## src/rtl/digit_serial_adder_pkg.sv

```systemverilog
// Shared types and sizing helpers for the digit-serial adder.
// Optional overflow flag is gated by DIGIT_SERIAL_ADDER_OVF_EN.
package digit_serial_adder_pkg;

  localparam int unsigned DEF_WIDTH = 16;
  localparam int unsigned DEF_DIGIT = 4;

  typedef enum logic [1:0] {
    IDLE = 2'd0,
    RUN  = 2'd1,
    DONE = 2'd2
  } state_t;

  function automatic int unsigned digits_of(
    input int unsigned w,
    input int unsigned d
  );
    return w / d;
  endfunction

  function automatic int unsigned cnt_width(
    input int unsigned n
  );
    return (n <= 1) ? 1 : $clog2(n);
  endfunction

endpackage

```

## src/rtl/digit_adder.sv

```systemverilog
// DIGIT-wide combinational ripple-carry slice built from full adders.
// Reused per cycle by the digit-serial adder datapath.
module digit_adder
  import digit_serial_adder_pkg::*;
#(
  parameter int unsigned DIGIT = DEF_DIGIT
) (
  input  logic [DIGIT-1:0] x,
  input  logic [DIGIT-1:0] y,
  input  logic             ci,
  output logic [DIGIT-1:0] s,
  output logic             co
);

  logic [DIGIT:0] c;

  assign c[0] = ci;

  for (genvar i = 0; i < DIGIT; i++) begin : g_fa
    assign s[i]   = x[i] ^ y[i] ^ c[i];
    assign c[i+1] = (x[i] & y[i])
                  | (x[i] & c[i])
                  | (y[i] & c[i]);
  end

  assign co = c[DIGIT];

endmodule

```

## src/rtl/digit_serial_adder.sv

```systemverilog
// Multi-cycle WIDTH-bit adder, one DIGIT-bit slice per clock, LSB first.
// Define DIGIT_SERIAL_ADDER_OVF_EN to add the signed overflow output.
module digit_serial_adder
  import digit_serial_adder_pkg::*;
#(
  parameter int unsigned WIDTH = DEF_WIDTH,
  parameter int unsigned DIGIT = DEF_DIGIT
) (
  input  logic             clk,
  input  logic             rst_n,
  input  logic             in_valid,
  output logic             in_ready,
  input  logic [WIDTH-1:0] a,
  input  logic [WIDTH-1:0] b,
  input  logic             cin,
  output logic             out_valid,
  input  logic             out_ready,
  output logic [WIDTH-1:0] sum,
  output logic             carry_out
`ifdef DIGIT_SERIAL_ADDER_OVF_EN
  ,
  output logic             ovf
`endif
);

  localparam int unsigned DIGITS = digits_of(WIDTH, DIGIT);
  localparam int unsigned CW     = cnt_width(DIGITS);
  localparam logic [CW-1:0] LAST = CW'(DIGITS - 1);

  if ((WIDTH % DIGIT) != 0 || WIDTH < DIGIT) begin : g_bad_cfg
    $error("WIDTH must be a nonzero multiple of DIGIT");
  end

  state_t state_q, state_d;

  logic [WIDTH-1:0] a_q, a_d;
  logic [WIDTH-1:0] b_q, b_d;
  logic [WIDTH-1:0] sum_q, sum_d;
  logic             carry_q, carry_d;
  logic [CW-1:0]    idx_q, idx_d;

  logic             accept;
  logic             running;
  logic             last;
  logic [DIGIT-1:0] slice_x;
  logic [DIGIT-1:0] slice_y;
  logic [DIGIT-1:0] slice_s;
  logic             slice_co;
  int unsigned      off;

  // Single shared slice; the digit mux picks the active operand digit.
  digit_adder #(
    .DIGIT (DIGIT)
  ) u_slice (
    .x  (slice_x),
    .y  (slice_y),
    .ci (carry_q),
    .s  (slice_s),
    .co (slice_co)
  );

  always_ff @(posedge clk or negedge rst_n) begin
    if (!rst_n) begin
      state_q <= IDLE;
    end else begin
      state_q <= state_d;
    end
  end

  always_comb begin
    state_d = state_q;
    unique case (state_q)
      IDLE:    if (in_valid) state_d = RUN;
      RUN:     if (last) state_d = DONE;
      DONE:    if (out_ready) state_d = IDLE;
      default: state_d = IDLE;
    endcase
  end

  always_comb begin
    in_ready  = (state_q == IDLE);
    out_valid = (state_q == DONE);
  end

  assign accept  = in_valid && in_ready;
  assign running = (state_q == RUN);
  assign last    = (idx_q == LAST);

  always_comb begin
    off     = int'(idx_q) * DIGIT;
    slice_x = a_q[off +: DIGIT];
    slice_y = b_q[off +: DIGIT];
  end

  always_comb begin
    a_d     = a_q;
    b_d     = b_q;
    sum_d   = sum_q;
    carry_d = carry_q;
    idx_d   = idx_q;
    unique case (1'b1)
      accept: begin
        a_d     = a;
        b_d     = b;
        carry_d = cin;
        sum_d   = '0;
        idx_d   = '0;
      end
      running: begin
        sum_d[off +: DIGIT] = slice_s;
        carry_d = slice_co;
        idx_d   = last ? '0 : idx_q + 1'b1;
      end
      default: ;
    endcase
  end

  always_ff @(posedge clk or negedge rst_n) begin
    if (!rst_n) begin
      a_q     <= '0;
      b_q     <= '0;
      sum_q   <= '0;
      carry_q <= 1'b0;
      idx_q   <= '0;
    end else begin
      a_q     <= a_d;
      b_q     <= b_d;
      sum_q   <= sum_d;
      carry_q <= carry_d;
      idx_q   <= idx_d;
    end
  end

  assign sum       = sum_q;
  assign carry_out = carry_q;

`ifdef DIGIT_SERIAL_ADDER_OVF_EN
  logic ovf_q, ovf_d;

  // Sampled on the final digit, when sum_d already holds the result MSB.
  always_comb begin
    ovf_d = ovf_q;
    if (accept) begin
      ovf_d = 1'b0;
    end else if (running && last) begin
      ovf_d = (a_q[WIDTH-1] == b_q[WIDTH-1])
           && (sum_d[WIDTH-1] != a_q[WIDTH-1]);
    end
  end

  always_ff @(posedge clk or negedge rst_n) begin
    if (!rst_n) begin
      ovf_q <= 1'b0;
    end else begin
      ovf_q <= ovf_d;
    end
  end

  assign ovf = ovf_q;
`endif

endmodule

```

## config.mk

```make
export PLATFORM = sky130hd
export DESIGN_NAME = digit_serial_adder
export DESIGN_NICKNAME = d
export VERILOG_FILES = /design/src/rtl/digit_serial_adder_pkg.sv /design/src/rtl/digit_adder.sv /design/src/rtl/digit_serial_adder.sv
export SDC_FILE = /design/constraint.sdc
export NUM_CORES = 1
export LEC_CHECK = 0
export CAP_MARGIN = 25
export CORE_MARGIN = 3
export CORE_UTILIZATION = 50
export CTS_CLUSTER_DIAMETER = 200
export DETAILED_ROUTE_END_ITERATION = 16
export PLACE_DENSITY_LB_ADDON = 0.05
export SLEW_MARGIN = 20
export SYNTH_ARGS = -nofsm -noshare
export SYNTH_HDL_FRONTEND = slang
export SYNTH_HIERARCHICAL = 1
export SYNTH_SLANG_ARGS = --single-unit
```

## constraint.sdc

```tcl
create_clock -name clk -period 4 [get_ports clk]
set_input_delay 0.8 -clock clk [delete_from_list [all_inputs] [get_ports clk]]
set_output_delay 0.8 -clock clk [all_outputs]
set_load 0.01 [all_outputs]
```

### After elaboration in Yosys (flattened, before gate mapping)

Index checks and enable logic that the tools add are counted.

| storage, ports and cells | value |
|---|---|
| register bits | 53 |
| output and inout bits | 19 |
| logic and storage cells | 59 |

| cells by class | value |
|---|---|
| add/subtract/negate cells | 2 |
| equality and inequality tests | 6 |
| shifts and indexed selects | 4 |
| mux-type cells | 9 |
| bitwise gates (word level) | 28 |
| reductions and logical operators | 4 |

Operator list:

| operator | count |
|---|---|
| negator 4 -> 34 bit | 1 |
| variable shift 4 x 34 -> 16 bit, first input constant | 1 |
| indexed part select 4 x 34 -> 16 bit | 1 |
| case mux 16 bit (2 select lines) | 1 |
| indexed part select 16 x 5 -> 4 bit | 2 |
| bitwise mux 16 bit | 1 |
| AND 1 bit | 12 |
| two-way mux 2 bit | 4 |
| OR 1 bit | 8 |
| bitwise XOR 1 bit | 8 |
| case mux 2 bit (3 select lines) | 1 |
| equality test 2 bit, second input constant | 2 |
| != test 2 x 1 -> 1 bit, second input constant | 2 |
| case mux 2 bit (2 select lines) | 1 |
| AND reduction 3 bit | 1 |
| adder 2 x 1 -> 2 bit, second input constant | 1 |
| equality test 2 x 1 -> 1 bit, second input constant | 1 |
| zero test 2 bit | 1 |
| != test 2 bit, second input constant | 1 |
| case mux 1 bit (2 select lines) | 1 |
| nonzero test 2 bit | 1 |
| logical AND 1 bit | 1 |

### Logic depth before layout (Yosys ltp)

| logic depth | value |
|---|---|
| depth after elaboration | 14 |
| gate-level depth with buffers | 12 |
| gate-level depth less buffers | 11 |

### Cells and area by module

Netlist, hierarchy kept.

By module, submodules not included:

| module | times used | cells an instance | area an instance (sq um) | sequential area each (sq um) |
|---|---|---|---|---|
| digit_serial_adder | 1 | 157 | 2,364.8 | 1,326.3 |
| digit_adder | 1 | 14 | 117.6 | 0.0 |

### Worst setup path after synthesis

Ideal clock, no wire load.

| timing path | value |
|---|---|
| kind | reg2reg |
| start | reg idx_q[0] |
| end | reg sum_q[15], in the netlist sum[15] |
| setup time | 67 ps |
| data arrival time | 2,868 ps |
| required time | 3,933 ps |
| slack | 1,065 ps |
| stages on the path, launching flop included | 12 |
| buffers on the path | 1 |
| cells stage by stage | dfrtp_1 > buf_4 > mux4_2 > inv_1 > fa_1 > inv_1 > fa_1 > fa_1 > inv_1 > fa_1 > inv_1 > a22o_1 |

| on the way | value |
|---|---|
| word-level cells in the longest chain between the ends | 14 |
| elaborated cells on any way between the ends | 30 |

Ends and longest elaborated chain:

| item | RTL line | source |
|---|---|---|
| from (decl) | digit_serial_adder.sv:40 | `logic [CW-1:0] idx_q, idx_d;` |
| from (signal assigned) | digit_serial_adder.sv:130 | `idx_q <= idx_d;` |
| indexed part select 16 x 5 -> 4 bit * | digit_serial_adder.sv:92 | `slice_y = b_q[off +: DIGIT];` |
| via slice_y[0] | digit_serial_adder.sv:46 | `logic [DIGIT-1:0] slice_y;` |
| AND 1 bit | digit_adder.sv:21 | `assign c[i+1] = (x[i] & y[i])` |
| OR 1 bit | digit_adder.sv:22 | `\| (x[i] & c[i])` |
| OR 1 bit * | digit_adder.sv:23 | `\| (y[i] & c[i]);` |
| AND 1 bit | digit_adder.sv:22 |  |
| OR 1 bit | digit_adder.sv:22 |  |
| OR 1 bit * | digit_adder.sv:23 |  |
| AND 1 bit | digit_adder.sv:22 |  |
| OR 1 bit | digit_adder.sv:22 |  |
| OR 1 bit * | digit_adder.sv:23 |  |
| bitwise XOR 1 bit * | digit_adder.sv:20 | `assign s[i] = x[i] ^ y[i] ^ c[i];` |
| via slice_s[3] | digit_serial_adder.sv:47 | `logic [DIGIT-1:0] slice_s;` |
| indexed part select 4 x 34 -> 16 bit * | digit_serial_adder.sv:110 | `sum_d[off +: DIGIT] = slice_s;` |
| bitwise mux 16 bit * | digit_serial_adder.sv:110 |  |
| case mux 16 bit (2 select lines) * | digit_serial_adder.sv:101 | `unique case (1'b1)` |
| to (signal assigned) | digit_serial_adder.sv:128 | `sum_q <= sum_d;` |
| to (decl) | digit_serial_adder.sv:38 | `logic [WIDTH-1:0] sum_q, sum_d;` |

Mark *: on every way through the listed nets, which the timed path passes. The rest lies on a longest branch.
A chain may end at the register's enable or synchronous reset.

### Worst setup path in the final report

| timing path | value |
|---|---|
| start | reg idx_q[0] |
| end | reg sum_q[7], in the netlist sum[7] |

| on the way | value |
|---|---|
| word-level cells in the longest chain between the ends | 14 |
| elaborated cells on any way between the ends | 30 |

Ends and longest elaborated chain:

| item | RTL line | source |
|---|---|---|
| indexed part select 16 x 5 -> 4 bit * | digit_serial_adder.sv:91 | `slice_x = a_q[off +: DIGIT];` |
| via slice_x[0] | digit_serial_adder.sv:45 | `logic [DIGIT-1:0] slice_x;` |
| AND 1 bit (on tied branches) | digit_adder.sv:21, digit_adder.sv:22 |  |
| OR 1 bit * | digit_adder.sv:22 |  |
| OR 1 bit * | digit_adder.sv:23 |  |
| AND 1 bit | digit_adder.sv:22 |  |
| OR 1 bit | digit_adder.sv:22 |  |
| OR 1 bit * | digit_adder.sv:23 |  |
| AND 1 bit | digit_adder.sv:22 |  |
| OR 1 bit | digit_adder.sv:22 |  |
| OR 1 bit * | digit_adder.sv:23 |  |
| bitwise XOR 1 bit * | digit_adder.sv:20 |  |
| via slice_s[3] | digit_serial_adder.sv:47 |  |
| indexed part select 4 x 34 -> 16 bit * | digit_serial_adder.sv:110 |  |
| bitwise mux 16 bit * | digit_serial_adder.sv:110 |  |
| case mux 16 bit (2 select lines) * | digit_serial_adder.sv:101 |  |

Marked as above.

==> metrics.txt <==
Final setup viols=0; CTS tree=yes; Layout Nets=about 280; slack of the critical path=between 0.9 and 1 ns; hpwl dp=about 3900 um; Slew Viols, Final=0; CP Capture Type=flip-flop; Tot Pwr=2.574 mW; IO Port Bufs=55; row count=25; total grt overflow=0; Core Region=between 4000 and 5000 um2; P_int=1.562 mW; number of clock sinks=between 50 and 60; fmax=roughly 320 MHz; largest net degree at the start of global routing=33; Mapped Cells=~170; Top-Level Pins=56; Pleak=1.368 nW; Num CTS Buffers=5; Syn Nets=around 220; Vias/cell=5.341; worst r2r path cells=10; synthesized flop and latch total=53; WHS Endpoint=a_q[8]$_DFFE_PN0P_; R2R Path End=sum[7]$_DFFE_PN0P_; Routability Congestion=around 0.8; gr usage total=0.1863; WP data required=between 4 and 5 ns; Least-Margin Pin Slew=roughly 0.86 ns; worst r2r src=idx_q[0]$_DFFE_PN0P_; reg2reg setup slack=approximately 0.92 ns; Vias=about 1.6k; NetSw=1.012 mW; WL per Instance=approximately 16 um; clock network power share=0.111; max-cap violation count=0; share of cells above drive strength 1=0.1135; initial core utilization=0.5221; setup bufs post-CTS=0; Post-CTS Resized=0; Max Root-Sink Buffers=2; period utilization=0.7711; die height=around 76 um; YS warnings=6; Iteration-0 DRC Markers=62; first-pass GRT wire length=8618 um; switching share of power=0.3930; crit path max fanout=10; hold buffers post-CTS=0; Die Wd=76.46 um; ANT nets after route=0; WL final=roughly 4900 um; final hold violations=0; Cell Chain, Critical Path=mux4_2, inv_1, fa_1, inv_1, fa_1, fa_1, inv_1, fa_1, inv_1, a22o_1; Reg clk slew, reported paths=about 0.090 ns; root buf cell=clkbuf_8; Worst EP arrival=between 3 and 4 ns; Area growth, synth to finish=27.57%; initial antenna violation count=0; peak supply drop=about 0.0004 V; number of global-route vias before repair=1,738; status=finished, final reports clean; Startpoint Class=flip-flop; CTS H-tree depth=2; sequential power share=0.379; RSZ-0062 raised after global routing=no; Slew HR=0.4229; min Tclk post-route=~3.1 ns; Combinational Power Share=0.511; sequential-to-total area share from yosys stat=0.5343; critical path type=flip-flop to flip-flop; CP max stage delay=approximately 0.61 ns; Yosys cell types=29; Clock Skew=0.006398 ns; worst hold margin=~0.5 ns; Power per Cell Area=812.8 nW/um2; Critical Path Slowest Stage Cell=dfrtp_1; die area=slightly below 6000 um2; Worst Hold Class=flip-flop to flip-flop; worst hold start=a_q[8]$_DFFE_PN0P_; clk_lat worst skew=roughly 0.30 ns; Syn Area/Cell=about 15 um2; Place WS=roughly 0.9 ns; Post-Synthesis Cell Area=between 2000 and 2500 um2; DRC=0; sum of negative setup slack=0 ns; DR pass1 iterations=4; hold depth=1; # diodes=0
==> worst max-delay path: cells and delay by family, from the launching register on <==
family          cells  cell delay (ns)
compound gates      1             0.15
mux                 1             0.55
flops               1             0.61
fa+ha+maj           4             1.35
buf+inv             4             0.37
==> placed cells by master (no fill, tap or decap), drive strengths merged <==
cell type,netlist,final
a21o,4,4
a21oi,1,1
a22o,17,17
a22oi,1,1
a31oi,1,1
and4,1,1
buf,6,3
clkbuf,1,6
clkdlybuf4s50,0,54
clkinv,0,2
dfrtp,53,53
fa,4,4
ha,6,6
inv,13,13
mux2,32,32
mux4,8,8
nand2,7,7
nand2b,3,3
nor2,4,4
nor2b,2,2
nor4,2,2
nor4b,1,1
o21ai,1,1
o21bai,1,1
o31ai,2,2
==> state kept, by name (all words and copies together) (netlist names) <==
register	cells
carry_out	1
b_q	16
idx_q	2
a_q	16
state_q	2
sum	16
==> metal layers <==
layer	vias up	part of all wire	global-route usage
li1	728	-	-
met1	789	0.40	0.2308
met2	51	0.53	0.3216
met3	13	0.048	0.04137
met4	0	0.021	0.06522
met5	-	0	0
==> worst max-delay path by stage <==
stage	from	end	slack, ns	cells past startpoint
6_report	idx_q[0]$_DFFE_PN0P_	sum[7]$_DFFE_PN0P_	0.92	10
4_1_cts	idx_q[0]$_DFFE_PN0P_	sum[7]$_DFFE_PN0P_	0.89	10
3_3_place_gp	idx_q[0]$_DFFE_PN0P_	sum[7]$_DFFE_PN0P_	1.03	10
5_1_grt	idx_q[0]$_DFFE_PN0P_	sum[7]$_DFFE_PN0P_	0.72	10
3_5_place_dp	idx_q[0]$_DFFE_PN0P_	sum[7]$_DFFE_PN0P_	0.91	10
2_1_floorplan	idx_q[0]$_DFFE_PN0P_	sum[15]$_DFFE_PN0P_	1.06	11
==> through the flow <==
stage | util | area, um2 | std cells
global route | 0.6661 | 3167 | 296
CTS | 0.6661 | 3167 | 296
detailed placement | 0.6487 | 3084 | 288
floorplan | - | 2482 | 171
global placement | 0.6445 | 3064 | 287
finish | 0.6661 | 3167 | 296
==> power by group through the flow <==
stage	registers [mW]	logic (mW)	clock network (mW)
2_1_floorplan	0.914	0.923	0
3_3_place_gp	0.986	1.26	0
3_5_place_dp	0.994	1.32	0
4_1_cts	0.982	1.33	0.294
5_1_grt	1.02	1.45	0.318
6_report	0.976	1.31	0.284
==> layout make-up <==
cell class / instances / area [um2]
inverter: 13 / 48.80
tap: 67 / 83.83
clock buffer: 6 / 72.57
sequential: 53 / 1326
multi-input combinational: 98 / 1052
timing repair buffer: 57 / 573.1
fill: 368 / 1588
clock inverter: 2 / 10.01
==> synthesized netlist by cell type (all sizes together) <==
library cell | number | area share
clkbuf | 1 | 0.0015
nor4b | 1 | 0.0060
a22oi | 1 | 0.0030
nor4 | 2 | 0.010
a22o | 17 | 0.060
nand2 | 7 | 0.011
a21oi | 1 | 0.0020
dfrtp | 53 | 0.53
o21ai | 1 | 0.0020
ha | 6 | 0.030
buf | 6 | 0.021
nor2 | 4 | 0.0091
nand2b | 3 | 0.0086
mux4 | 8 | 0.073
fa | 4 | 0.032
and4 | 1 | 0.0035
a31oi | 1 | 0.0025
mux2 | 32 | 0.15
a21o | 4 | 0.012
o21bai | 1 | 0.0030
o31ai | 2 | 0.0060
nor2b | 2 | 0.0050
inv | 13 | 0.020
==> kinds of logic after synthesis <==
kind of cell / after synthesis / share of synthesized area
fa+ha+maj: 10 / 0.06250
mux: 40 / 0.2177
compound gates: 28 / 0.09072
simple gates: 20 / 0.05292
buf+inv: 20 / 0.04183
flops: 53 / 0.5343
(Power assumes the default switching activity.)
